===== src/rtl/fifo66_beat_serializer.sv =====
// fifo66_beat_serializer: drains a FWFT FIFO of 66b words, drops bad
// headers, and streams the 64b payload as LSB-first valid/ready beats.
module fifo66_beat_serializer #(
  parameter int IN_WIDTH  = 66,
  parameter int OUT_WIDTH = 16,
  parameter int ERR_CNT_W = 16
) (
  input  logic                 clk,
  input  logic                 reset_n,
  input  logic                 fifo_empty,
  input  logic [IN_WIDTH-1:0]  fifo_dout,
  output logic                 fifo_rd_en,
  output logic                 out_valid,
  input  logic                 out_ready,
  output logic [OUT_WIDTH-1:0] out_data,
  output logic                 out_first,
  output logic                 out_last,
  output logic                 out_ctrl,
  output logic                 hdr_err,
  output logic [ERR_CNT_W-1:0] err_cnt,
  input  logic                 err_clr
);

  localparam int PW    = IN_WIDTH - 2;
  localparam int BEATS = PW / OUT_WIDTH;
  localparam int IDX_W = (BEATS > 1) ? $clog2(BEATS) : 1;
  localparam logic [IDX_W-1:0] LAST_IDX = IDX_W'(BEATS - 1);

  typedef enum logic {
    IDLE,
    SEND
  } state_t;

  state_t               r_state;
  state_t               w_state_nxt;
  logic [PW-1:0]        r_payload;
  logic [PW-1:0]        w_payload_nxt;
  logic [IDX_W-1:0]     r_idx;
  logic [IDX_W-1:0]     w_idx_nxt;
  logic                 r_ctrl;
  logic                 w_ctrl_nxt;
  logic                 r_hdr_err;
  logic [ERR_CNT_W-1:0] r_err_cnt;

  logic [1:0]           w_hdr;
  logic                 w_legal;
  logic                 w_last;
  logic                 w_hs;
  logic                 w_pop;
  logic                 w_drop;

  assign w_hdr   = fifo_dout[IN_WIDTH-1 -: 2];
  assign w_legal = (w_hdr == 2'b01) || (w_hdr == 2'b10);
  assign w_last  = (r_idx == LAST_IDX);
  assign w_hs    = (r_state == SEND) && out_ready;

  // Refill on the cycle the last beat leaves, so words stream gap-free.
  assign w_pop  = reset_n && !fifo_empty &&
                  ((r_state == IDLE) || (w_hs && w_last));
  assign w_drop = w_pop && !w_legal;

  always_comb begin
    w_state_nxt   = r_state;
    w_payload_nxt = r_payload;
    w_idx_nxt     = r_idx;
    w_ctrl_nxt    = r_ctrl;
    unique case (r_state)
      IDLE: ;
      SEND: begin
        if (w_hs) begin
          w_payload_nxt = r_payload >> OUT_WIDTH;
          w_idx_nxt     = r_idx + 1'b1;
          if (w_last) begin
            w_state_nxt = IDLE;
            w_idx_nxt   = '0;
            w_ctrl_nxt  = 1'b0;
          end
        end
      end
      default: ;
    endcase
    if (w_pop && w_legal) begin
      w_state_nxt   = SEND;
      w_payload_nxt = fifo_dout[PW-1:0];
      w_idx_nxt     = '0;
      w_ctrl_nxt    = w_hdr[1];
    end
  end

  always_ff @(posedge clk or negedge reset_n) begin
    if (!reset_n) begin
      r_state   <= IDLE;
      r_payload <= '0;
      r_idx     <= '0;
      r_ctrl    <= 1'b0;
      r_hdr_err <= 1'b0;
    end else begin
      r_state   <= w_state_nxt;
      r_payload <= w_payload_nxt;
      r_idx     <= w_idx_nxt;
      r_ctrl    <= w_ctrl_nxt;
      r_hdr_err <= w_drop;
    end
  end

  // Clear wins over the old value, but a same-cycle error still counts.
  always_ff @(posedge clk or negedge reset_n) begin
    if (!reset_n) begin
      r_err_cnt <= '0;
    end else if (err_clr) begin
      r_err_cnt <= w_drop ? ERR_CNT_W'(1) : '0;
    end else if (w_drop && !(&r_err_cnt)) begin
      r_err_cnt <= r_err_cnt + 1'b1;
    end
  end

  assign fifo_rd_en = w_pop;
  assign out_valid  = (r_state == SEND);
  assign out_data   = r_payload[OUT_WIDTH-1:0];
  assign out_first  = (r_state == SEND) && (r_idx == '0);
  assign out_last   = (r_state == SEND) && w_last;
  assign out_ctrl   = r_ctrl;
  assign hdr_err    = r_hdr_err;
  assign err_cnt    = r_err_cnt;

endmodule

===== config.mk =====
export PLATFORM = sky130hd
export DESIGN_NAME = fifo66_beat_serializer
export DESIGN_NICKNAME = d
export VERILOG_FILES = /design/src/rtl/fifo66_beat_serializer.sv
export SDC_FILE = /design/constraint.sdc
export NUM_CORES = 1
export LEC_CHECK = 0
export ABC_CLOCK_PERIOD_IN_PS = 3700
export CORE_MARGIN = 3
export CORE_UTILIZATION = 50
export DETAILED_ROUTE_END_ITERATION = 10
export PLACE_DENSITY = 0.82
export SETUP_SLACK_MARGIN = 0.2
export SLEW_MARGIN = 15
export SYNTH_ARGS = -nofsm -noshare
export SYNTH_HDL_FRONTEND = slang
export SYNTH_SLANG_ARGS = --single-unit

===== constraint.sdc =====
create_clock -name clk -period 3.7 [get_ports clk]
set_input_delay 0.74 -clock clk [delete_from_list [all_inputs] [get_ports clk]]
set_output_delay 0.74 -clock clk [all_outputs]
set_load 0.01 [all_outputs]

* After elaboration in Yosys (flattened, before gate mapping) *
Cells that the tools add are included.

storage, ports and cells
  output and inout port bits = 38
  register bits after elaboration = 85
  input port bits = 71
  logic and storage cells = 52

cells by class
  equality and inequality tests = 3
  multiplexer cells = 18
  reductions and logical operators = 22
  bitwise operators = 1
  $add $sub $neg = 2

operator list
  operator                 count
  $mux W64                 3
  $mux W16                 2
  $add A16 B1 Y16 const B  1
  $reduce_and A16 Y1       1
  $logic_and A1 B1 Y1      9
  $mux W1                  9
  $mux W2                  4
  $reduce_bool A2 Y1       4
  $eq A2 B2 Y1 const B     2
  $logic_not A1 Y1         3
  $reduce_and A3 Y1        1
  $add A2 B1 Y2 const B    1
  $eq A2 B1 Y1 const B     1
  $logic_not A2 Y1         1
  $logic_or A1 B1 Y1       2
  $reduce_and A2 Y1        1
  $not A1 Y1               1

* Logic depth before layout (Yosys ltp) *
Gate-level depths: netlist of run 1.

  word-level depth = 8
  mapped depth = 8
  mapped depth without buffers = 6

* Worst setup path after synthesis of run 1 *
No wires, ideal clock.

  path kind = input to register
  start = input port fifo_empty
  end = register r_payload[0]
  library setup time = 0.133 ns
  slack = 1.630 ns
  stages = 6
  arrival time = 1.937 ns
  cells stage by stage = nand2b_1 -> nor2_1 -> and2_0 -> buf_2 -> clkbuf_1 -> o21ai_0

between the ends
  word-level cells in the longest chain between the ends = 6

RTL lines
  element                                line  text
  from (decl)                            10    input logic fifo_empty,
  $logic_not A1 Y1 (*)                   58    assign w_pop = reset_n && !fifo_empty &&
  $logic_and A1 B1 Y1 (*) (2 in series)  58
  net fifo_rd_en                         12    output logic fifo_rd_en,
  $logic_and A1 B1 Y1 (*)                82    if (w_pop && w_legal) begin
  $reduce_bool A2 Y1 (no line)           --
  $reduce_and A2 Y1 (no line)            --
  to (signal assigned)                   99    r_payload <= w_payload_nxt;
  to (decl)                              36    logic [PW-1:0] r_payload;

Mark *: on every way through the listed nets, which the timed path passes. The rest lies on a longest branch.
A chain may end at the register's enable or synchronous reset.

* Worst setup path after layout of run 1 *
  start = input port out_ready
  end = output port fifo_rd_en

between the ends
  word-level cells in the longest chain between the ends = 4

RTL lines
  element              line  text
  from (decl)          14    input logic out_ready,
  $logic_and A1 B1 Y1  55    assign w_hs = (r_state == SEND) && out_ready;
  $logic_and A1 B1 Y1  59    ((r_state == IDLE) || (w_hs && w_last));
  $logic_or A1 B1 Y1   59
  $logic_and A1 B1 Y1  58
  to (decl)            12

No other way between the ends.

==> flow_summary.json, run 1 <==
{
  "final.fill_count": 613,
  "synth_top_area_share_pct": 52.4,
  "report.final.hold_viol_count": 0,
  "cts_max_path_buffers": 2,
  "final_common_cell": "clkdlybuf4s50_1",
  "clock.fmax_mhz": 333,
  "layout_setup_ws_ns": 0.700,
  "grt_overflow": 0,
  "path_cells": "clkdlybuf4s50_1 -> a21boi_4 -> nor2_1 -> clkdlybuf4s50_1",
  "dpl.hpwl_mm": 6.24,
  "clkLatencyLatePin_ns": 0.34,
  "port_buffers": 108,
  "fin_skew_ns": 0.0156,
  "finalMaxSlewViolations": 0,
  "final_cell_mix": "clkdlybuf4s50_1, nand2_1, dfrtp_1",
  "antenna_cells": 0,
  "wirelength_mm": 8.88,
  "cpPeakStageDelay_ns": 0.62,
  "nets": 568,
  "cts_resized": 0,
  "rsz0062_at_grt": "false",
  "hold_buffers": 0,
  "grt_pass1_vias": 2982,
  "min_period_ns": 3.00,
  "tightest_slew_ns": 1.02,
  "syn_area_per_cell_sq_um": 9.87,
  "finalSetupViolations": 0,
  "synth_area_sq_um": 4060,
  "status": "complete, no violations",
  "dieHeight_microns": 96.1,
  "leakagePower_nw": 2.40,
  "path_max_fanout": 5,
  "cpMostUsedCell": "clkdlybuf4s50_1",
  "critPathSlowestCell": "clkdlybuf4s50_1",
  "routed_via_density": 5.20,
  "timing.hold.ws_ns": 0.448,
  "tns_ns": 0,
  "die_w_microns": 96.1,
  "wire_per_inst_microns": 14.8,
  "cp-start-kind": "primary input",
  "final_cells": 601,
  "cp.arrival_ns": 2.26,
  "dr.pass1.iters": 4,
  "crit_type": "in -> out",
  "drive_above_1_share_pct": 5.21,
  "critPathCaptureType": "primary output",
  "htreeDepth": 3,
  "dieArea_sq_um": 9230,
  "hold_class": "in -> async",
  "cp_top_family": "buffers and inverters",
  "start_util_pct": 52.0,
  "finalInstanceArea_sq_um": 5290,
  "final_util_pct": 67.8,
  "dp_slack_ns": 0.702,
  "critPathBufInv": 2,
  "drv_cap": 0,
  "ant_nets": 0,
  "synth_nets": 485,
  "dpl_cell_area_sq_um": 5090,
  "clk_transition_reported_paths_ns": 0.10,
  "power_density_nw_per_um2": 555,
  "grt_pass1_wl_mm": 14.4,
  "grt_max_degree": 77,
  "drt-initial-drc-count": 146,
  "grt_use_total_pct": 19.9,
  "cts_tree": "done",
  "syn_inst": 411,
  "place_congestion": 0.801,
  "seq_area_frac_synth_pct": 52.4,
  "area.growth.synth_to_final_pct": 30.4,
  "required_ns": 2.96,
  "r2r_slack_ns": 1.58,
  "synth_cell_types": 32,
  "peakVddDrop_mv": 0.245,
  "synth.area.top_cells": "dfrtp_1, mux2i_1, o21ai_0, nand2_1, buf_4",
  "core_sq_um": 7810,
  "post-place-cells": 585,
  "post-route-period-util_pct": 81.1,
  "rows": 32,
  "synth-seq-cells": 85,
  "route.detailed.drc": 0,
  "netlist.top_cell.by_area": "dfrtp_1",
  "cts_setup_buffers": 0,
  "cts.sinks": 85,
  "yosysWarningCount": 0,
  "cts_root_buffer": "clkbuf_8",
  "route.vias.total": 3123,
  "antenna_found_initial": 0,
  "finalPower_mw": 2.93,
  "cts-buffers-inserted": 9,
  "slew_headroom_pct": 31.8,
  "pin_count": 109
}
## Yosys cell counts
cell	n
nand2_1	88
dfrtp_1	85
o21ai_0	68
mux2i_1	49
buf_4	16
buf_2	12
clkbuf_1	11
nor2_1	9
a21oi_1	8
o21a_1	8
xor2_1	7
nand4_1	6
nand3_1	5
nor3_1	5
and3_1	4
inv_1	4
or3_1	4
and2_1	3
ha_1	3
and4_1	2
o21ai_1	2
o31ai_1	2
a21boi_4	1
a32o_1	1
and2_0	1
nand2b_1	1
nor3_4	1
nor4b_1	1
o2111ai_1	1
o211ai_2	1
or2_2	1
or4_1	1
## report_power, final
part	internal [mW]	switching, mW	total [mW]
logic	0.476	0.406	0.882
clock network	0.321	0.356	0.677
registers	1.20	0.176	1.38
total	2.00	0.938	2.93
## logic make-up (layout without fill, tap and decap cells)
| kind of cell | after synthesis | count (layout) | synth area share (%) |
|---|---|---|---|
| and+or+nand+nor | 132 | 132 | 14.5 |
| AOI/OAI and AO/OA | 92 | 92 | 12.7 |
| DFF | 85 | 85 | 52.4 |
| muxes | 49 | 49 | 12.1 |
| buffers and inverters | 43 | 131 | 5.83 |
| xor gates and xnor gates | 7 | 7 | 1.51 |
| adders and majority gates | 3 | 3 | 0.925 |
## registers in the layout, summed over array words and instances, names as in the netlist
signal / cells
hdr_err: 1
err_cnt: 16
out_ctrl: 1
r_payload: 64
r_idx: 2
out_valid: 1
## worst reg2reg max path: stages (launching register included)
cell	delay [ns]
dfrtp_1	0.41
ha_1	0.27
a21boi_4	0.11
nor2_1	0.20
and2_4	0.50
buf_12	0.34
o21ai_0	0.17
## worst paths after layout
path                                            from                         to  cells past startpoint
max reg2reg                     r_idx[0]$_DFFE_PN0P_  r_payload[55]$_DFFE_PN0P_                      6
min                                          reset_n  r_payload[12]$_DFFE_PN0P_                      2
max in group asynchronous                    reset_n   r_payload[8]$_DFFE_PN0P_                      3
max                                        out_ready                 fifo_rd_en                      4
min in group clk           r_payload[58]$_DFFE_PN0P_  r_payload[58]$_DFFE_PN0P_                      2
min reg2reg                r_payload[58]$_DFFE_PN0P_  r_payload[58]$_DFFE_PN0P_                      2
## metal layers
layer	GRT usage (%)	routed length (microns)
met1	30.1	4230
met2	28.7	4080
met3	3.67	423
met4	6.52	151
met5	0	0
## cell type report
type / instances / area (sq um) / share of cell area (%)
clock buffers: 9 / 124 / 2.34
clock inverters: 7 / 80.1 / 1.51
inverters: 4 / 15.0 / 0.284
multi-input cells: 283 / 1700 / 32.2
flip-flops and latches: 85 / 2130 / 40.2
well taps: 102 / 128 / 2.41
repair buffers: 111 / 1110 / 21.0
Note: power is estimated with default switching activity, not from simulation.
==> inputs of run 2 (changes only) <==
- ABC_CLOCK_PERIOD_IN_PS: 3700 -> 2650
- CORE_UTILIZATION: 50 -> 44
- PLACE_DENSITY: 0.82 -> 0.77
- clock period: 3.7 -> 2.65 ns (I/O delays scaled with it)
==> run 2 against run 1 <==
  * Non-clock buffer count up 5
  * Highest routed layer unchanged
  * Flip-flop and latch count unchanged
  * Critical path type unchanged
  * Combinational power is 42% higher
  * Global-route usage down 1.4 points
  * Cell area up 0.99%
  * Clock skew is 0.0068 ns lower
==> flow_summary.json, run 2 (synthesis gave the netlist of run 1 again) <==
{
  "status": "complete, no violations",
  "route.detailed.drc": 0,
  "largest_reg_flops": 64,
  "min_period_ns": 2.40,
  "critPathCaptureType": "primary output",
  "peakVddDrop_mv": 0.274,
  "crit_type": "in -> out",
  "power_density_nw_per_um2": 764,
  "path_max_fanout": 5,
  "antenna_cells": 0,
  "grt_max_degree": 91,
  "dr.pass1.iters": 4,
  "route.vias.total": 3184,
  "post-route-period-util_pct": 90.5,
  "cpMostUsedCell": "clkdlybuf4s50_1",
  "slew_headroom_pct": 57.6,
  "finalSetupViolations": 0,
  "grt_pass1_wl_mm": 15.2,
  "cts-buffers-inserted": 9,
  "ant_nets": 0,
  "timing.hold.ws_ns": 0.266,
  "area.growth.synth_to_final_pct": 31.7,
  "dpl_cell_area_sq_um": 5140,
  "tns_ns": 0,
  "drt-initial-drc-count": 152,
  "grt_use_total_pct": 18.5,
  "grt_overflow": 0,
  "path_cells": "clkdlybuf4s50_1 -> a21boi_4 -> nor2_2 -> clkdlybuf4s50_1",
  "core_sq_um": 8850,
  "hold_buffers": 0,
  "cts.sinks": 85,
  "finalMaxSlewViolations": 0,
  "dieHeight_microns": 102,
  "cts_setup_buffers": 0,
  "cpPeakStageDelay_ns": 0.55,
  "final.fill_count": 758,
  "cp.arrival_ns": 1.87,
  "rsz0062_at_grt": "false",
  "clk_transition_reported_paths_ns": 0.09,
  "critPathBufInv": 2,
  "routed_via_density": 5.20,
  "tightest_slew_ns": 0.636,
  "cts_root_buffer": "clkbuf_8",
  "clock.fmax_mhz": 417,
  "rows": 34,
  "dpl.hpwl_mm": 6.70,
  "start_util_pct": 45.9,
  "drive_above_1_share_pct": 6.55,
  "wirelength_mm": 9.50,
  "wire_per_inst_microns": 15.5,
  "leakagePower_nw": 2.42,
  "htreeDepth": 3,
  "cp_top_family": "buffers and inverters",
  "grt_pass1_vias": 3064,
  "drv_cap": 0,
  "multi_input_area_sq_um": 1710,
  "final_cell_mix": "clkdlybuf4s50_1, nand2_1, dfrtp_1",
  "top_register": "r_payload",
  "required_ns": 2.12,
  "cts_tree": "done",
  "regArea_sq_um": 2130,
  "cts_max_path_buffers": 2,
  "cp-start-kind": "primary input",
  "report.final.hold_viol_count": 0,
  "fin_skew_ns": 0.00883,
  "nets": 573,
  "hold_class": "in -> async",
  "pin_count": 109,
  "place_congestion": 0.813,
  "critPathSlowestCell": "clkdlybuf4s50_1",
  "dieArea_sq_um": 10400,
  "final_util_pct": 60.4,
  "die_w_microns": 102,
  "antenna_found_initial": 0,
  "port_buffers": 108,
  "clkLatencyLatePin_ns": 0.35,
  "finalInstanceArea_sq_um": 5340,
  "final_common_cell": "clkdlybuf4s50_1"
}
## run 2: final cells by class
class / count / area share [%]
clock inverter: 6 / 1.19
sequential: 85 / 39.8
inverter: 4 / 0.281
timing repair buffer: 116 / 21.8
clock buffer: 10 / 2.39
tap: 108 / 2.53
multi-input combinational: 283 / 32.0
## run 2: repair_timing
item                                    CTS  global route
gates resized for setup                   1             2
endpoints found under the setup margin    1             1
hold endpoints to repair                  0             0
## run 2: worst paths after layout
kind	depth (start not counted)	to	from	slack, ns
max reg2reg	6	err_cnt[8]$_DFFE_PN0P_	r_idx[0]$_DFFE_PN0P_	0.55
min in group clk	2	r_payload[60]$_DFFE_PN0P_	r_payload[60]$_DFFE_PN0P_	0.53
min reg2reg	2	r_payload[60]$_DFFE_PN0P_	r_payload[60]$_DFFE_PN0P_	0.53
min	2	err_cnt[7]$_DFFE_PN0P_	reset_n	0.27
max	4	fifo_rd_en	out_ready	0.25
max in group asynchronous	3	r_payload[24]$_DFFE_PN0P_	reset_n	1.39
## run 2: report_power, final
| group | internal, mW | leakage (nW) | switching, mW |
|---|---|---|---|
| Sequential | 1.68 | 1.13 | 0.252 |
| Combinational | 0.677 | 1.20 | 0.575 |
| Clock | 0.434 | 0.0923 | 0.468 |
## run 2: worst reg2reg max path: stages (launching register included)
cell and delay (ns):
dfrtp_1 0.42, ha_2 0.26, a21boi_4 0.09, nor4b_1 0.53
o21ai_1 0.28, o21a_1 0.25, o21a_1 0.18
## run 2: routing by layer
metal | track usage [%] | wire [microns]
met5 | 0 | 0
met4 | 5.45 | 100
met3 | 3.89 | 531
met2 | 30.0 | 4610
met1 | 25.2 | 4260
## run 2: per-stage QoR
stage	power [mW]	setup WS [ns]	instances
floorplan	2.74	0.790	411
global route	4.33	0.213	612
finish	4.08	0.251	612
detailed placement	3.21	0.168	596
global placement	3.14	0.224	596
CTS	4.12	0.202	612
==> inputs of run 3 (changes only) <==
--- a/constraint.sdc
+++ b/constraint.sdc
@@ -3,2 +3,2 @@
 set_output_delay 0.53 -clock clk [all_outputs]
-set_load 0.01 [all_outputs]
+set_load 0.02 [all_outputs]
==> run 3 against run 2 <==
  * Total power grew 5.2%
  * Register-to-register slack better by 0.03 ns
  * Global-route usage shrank 0.28 points
  * Sequential share of layout area fell by 0.64 points
  * Clock power is 12% higher
  * Die area unchanged
  * Clock skew up 0.0033 ns
  * Routed wire length decreased by 3.1%
  * Sequential power about the same
  * First-iteration DRC count is 29% lower
  * Via count is 0.88% higher
  * Maximum frequency up 4.5%
==> flow_summary.json, run 3 (synthesis gave the netlist of run 1 again) <==
{
  "route.detailed.drc": 0,
  "highest_layer": "met4",
  "regArea_sq_um": 2130,
  "place_congestion": 0.856,
  "grt_max_degree": 68,
  "cts_max_path_buffers": 2,
  "layout_setup_ws_ns": 0.355,
  "clkLatencyLatePin_ns": 0.35,
  "seqPwrFrac_pct": 44.7,
  "critPathCaptureType": "primary output",
  "nets": 577,
  "port_buffers": 108,
  "p_int_mw": 2.90,
  "die_w_microns": 102,
  "finalInstanceArea_sq_um": 5430,
  "slew_headroom_pct": 58.5,
  "tightest_slew_ns": 0.623,
  "finalPower_mw": 4.29,
  "status": "complete, no violations",
  "dr.pass1.iters": 4,
  "min_period_ns": 2.30,
  "clk_transition_reported_paths_ns": 0.09,
  "dieArea_sq_um": 10400,
  "wirelength_mm": 9.20,
  "grt_overflow": 0,
  "power_density_nw_per_um2": 790,
  "cts-buffers-inserted": 9,
  "hold_class": "in -> async",
  "core_sq_um": 8850,
  "dieHeight_microns": 102,
  "final_common_cell": "clkdlybuf4s50_1",
  "largest_reg_flops": 64,
  "peakVddDrop_mv": 0.326,
  "power_frac_comb_pct": 31.8,
  "cts_setup_buffers": 0,
  "cts_tree": "done",
  "final_util_pct": 61.4,
  "top_register": "r_payload",
  "required_ns": 2.12,
  "drv_cap": 0,
  "final_cells": 616,
  "report.final.hold_viol_count": 0,
  "final.fill_count": 758,
  "dpl_cell_area_sq_um": 5210,
  "cts.sinks": 85,
  "post-place-cells": 600,
  "antenna_cells": 0,
  "routed_via_density": 5.21,
  "dr_wl_met3_microns": 406,
  "multi_input_area_sq_um": 1700,
  "timing.hold.ws_ns": 0.263,
  "finalMaxSlewViolations": 0,
  "rsz0062_at_grt": "false",
  "dp_slack_ns": 0.114,
  "grt_use_total_pct": 18.2,
  "wl_met2_mm": 4.28,
  "antenna_found_initial": 0,
  "grt_pass1_wl_mm": 15.1,
  "fin_skew_ns": 0.0121,
  "wire_per_inst_microns": 14.9,
  "tns_ns": 0,
  "clkPwrFrac_pct": 23.6,
  "area.growth.synth_to_final_pct": 33.9,
  "cp-start-kind": "flop",
  "finalSetupViolations": 0,
  "p_sw_share_pct": 32.3,
  "p_sw_mw": 1.39,
  "final_cell_mix": "clkdlybuf4s50_1, nand2_1, dfrtp_1",
  "path_max_fanout": 4,
  "route.vias.total": 3212,
  "rows": 34,
  "reg2reg_depth": 6,
  "cp.arrival_ns": 1.77,
  "r2r_slack_ns": 0.58,
  "clock.fmax_mhz": 436,
  "r2r_start": "r_idx[1]$_DFFE_PN0P_",
  "leakagePower_nw": 2.48,
  "post-route-period-util_pct": 86.6,
  "met1Wirelength_mm": 4.37,
  "grt_pass1_vias": 3101,
  "dpl.hpwl_mm": 6.68,
  "rr_endpoint": "err_cnt[8]$_DFFE_PN0P_",
  "drt-initial-drc-count": 108,
  "crit_type": "reg -> out",
  "ant_nets": 0,
  "start_util_pct": 45.9,
  "pin_count": 109,
  "htreeDepth": 3,
  "cts_root_buffer": "clkbuf_8",
  "drive_above_1_share_pct": 6.89
}
-- run 3: how the worst max path moves through the flow --
| stage | slack, ns | cells after the start | startpoint | endpoint |
|---|---|---|---|---|
| 2_1_floorplan | 0.65 | 6 | fifo_empty | r_payload[0]$_DFFE_PN0P_ |
| 3_3_place_gp | 0.15 | 4 | out_ready | fifo_rd_en |
| 5_1_grt | 0.29 | 3 | r_idx[1]$_DFFE_PN0P_ | out_last |
| 3_5_place_dp | 0.11 | 4 | out_ready | fifo_rd_en |
| 6_report | 0.35 | 3 | r_idx[1]$_DFFE_PN0P_ | out_last |
| 4_1_cts | 0.34 | 3 | r_idx[0]$_DFFE_PN0P_ | out_last |
-- run 3: power by group through the flow --
stage	clock, mW	combinational [mW]	sequential (mW)
floorplan	0	0.959	1.88
global placement	0	1.33	1.92
detailed placement	0	1.38	1.95
CTS	1.04	1.38	1.92
global route	1.09	1.51	1.96
finish	1.01	1.36	1.92
-- run 3: final cells by class --
type	instances	area share, %
sequential	85	39.2
multi-input combinational	283	31.4
timing repair buffer	120	22.6
clock buffer	9	2.28
tap	108	2.49
inverter	4	0.276
clock inverter	7	1.77
-- run 3: repair_timing --
| action | CTS | global route |
|---|---|---|
| hold buffers | 0 | 0 |
| setup endpoints to repair | 1 | 0 |
| gates resized for setup | 1 | 0 |
| hold endpoints to repair | 0 | 0 |
-- run 3: metal layers --
| layer | up-vias | GRT usage [%] |
|---|---|---|
| li1 | 1592 | - |
| met1 | 1535 | 26.8 |
| met2 | 72 | 27.6 |
| met3 | 13 | 3.28 |
| met4 | 0 | 5.65 |
| met5 | - | 0 |
-- run 3: worst max-delay path, cell delays in order (launching register included) --
cell and delay (ns):
dfrtp_1 0.39, ha_1 0.28, and2_1 0.16, clkdlybuf4s50_1 0.59
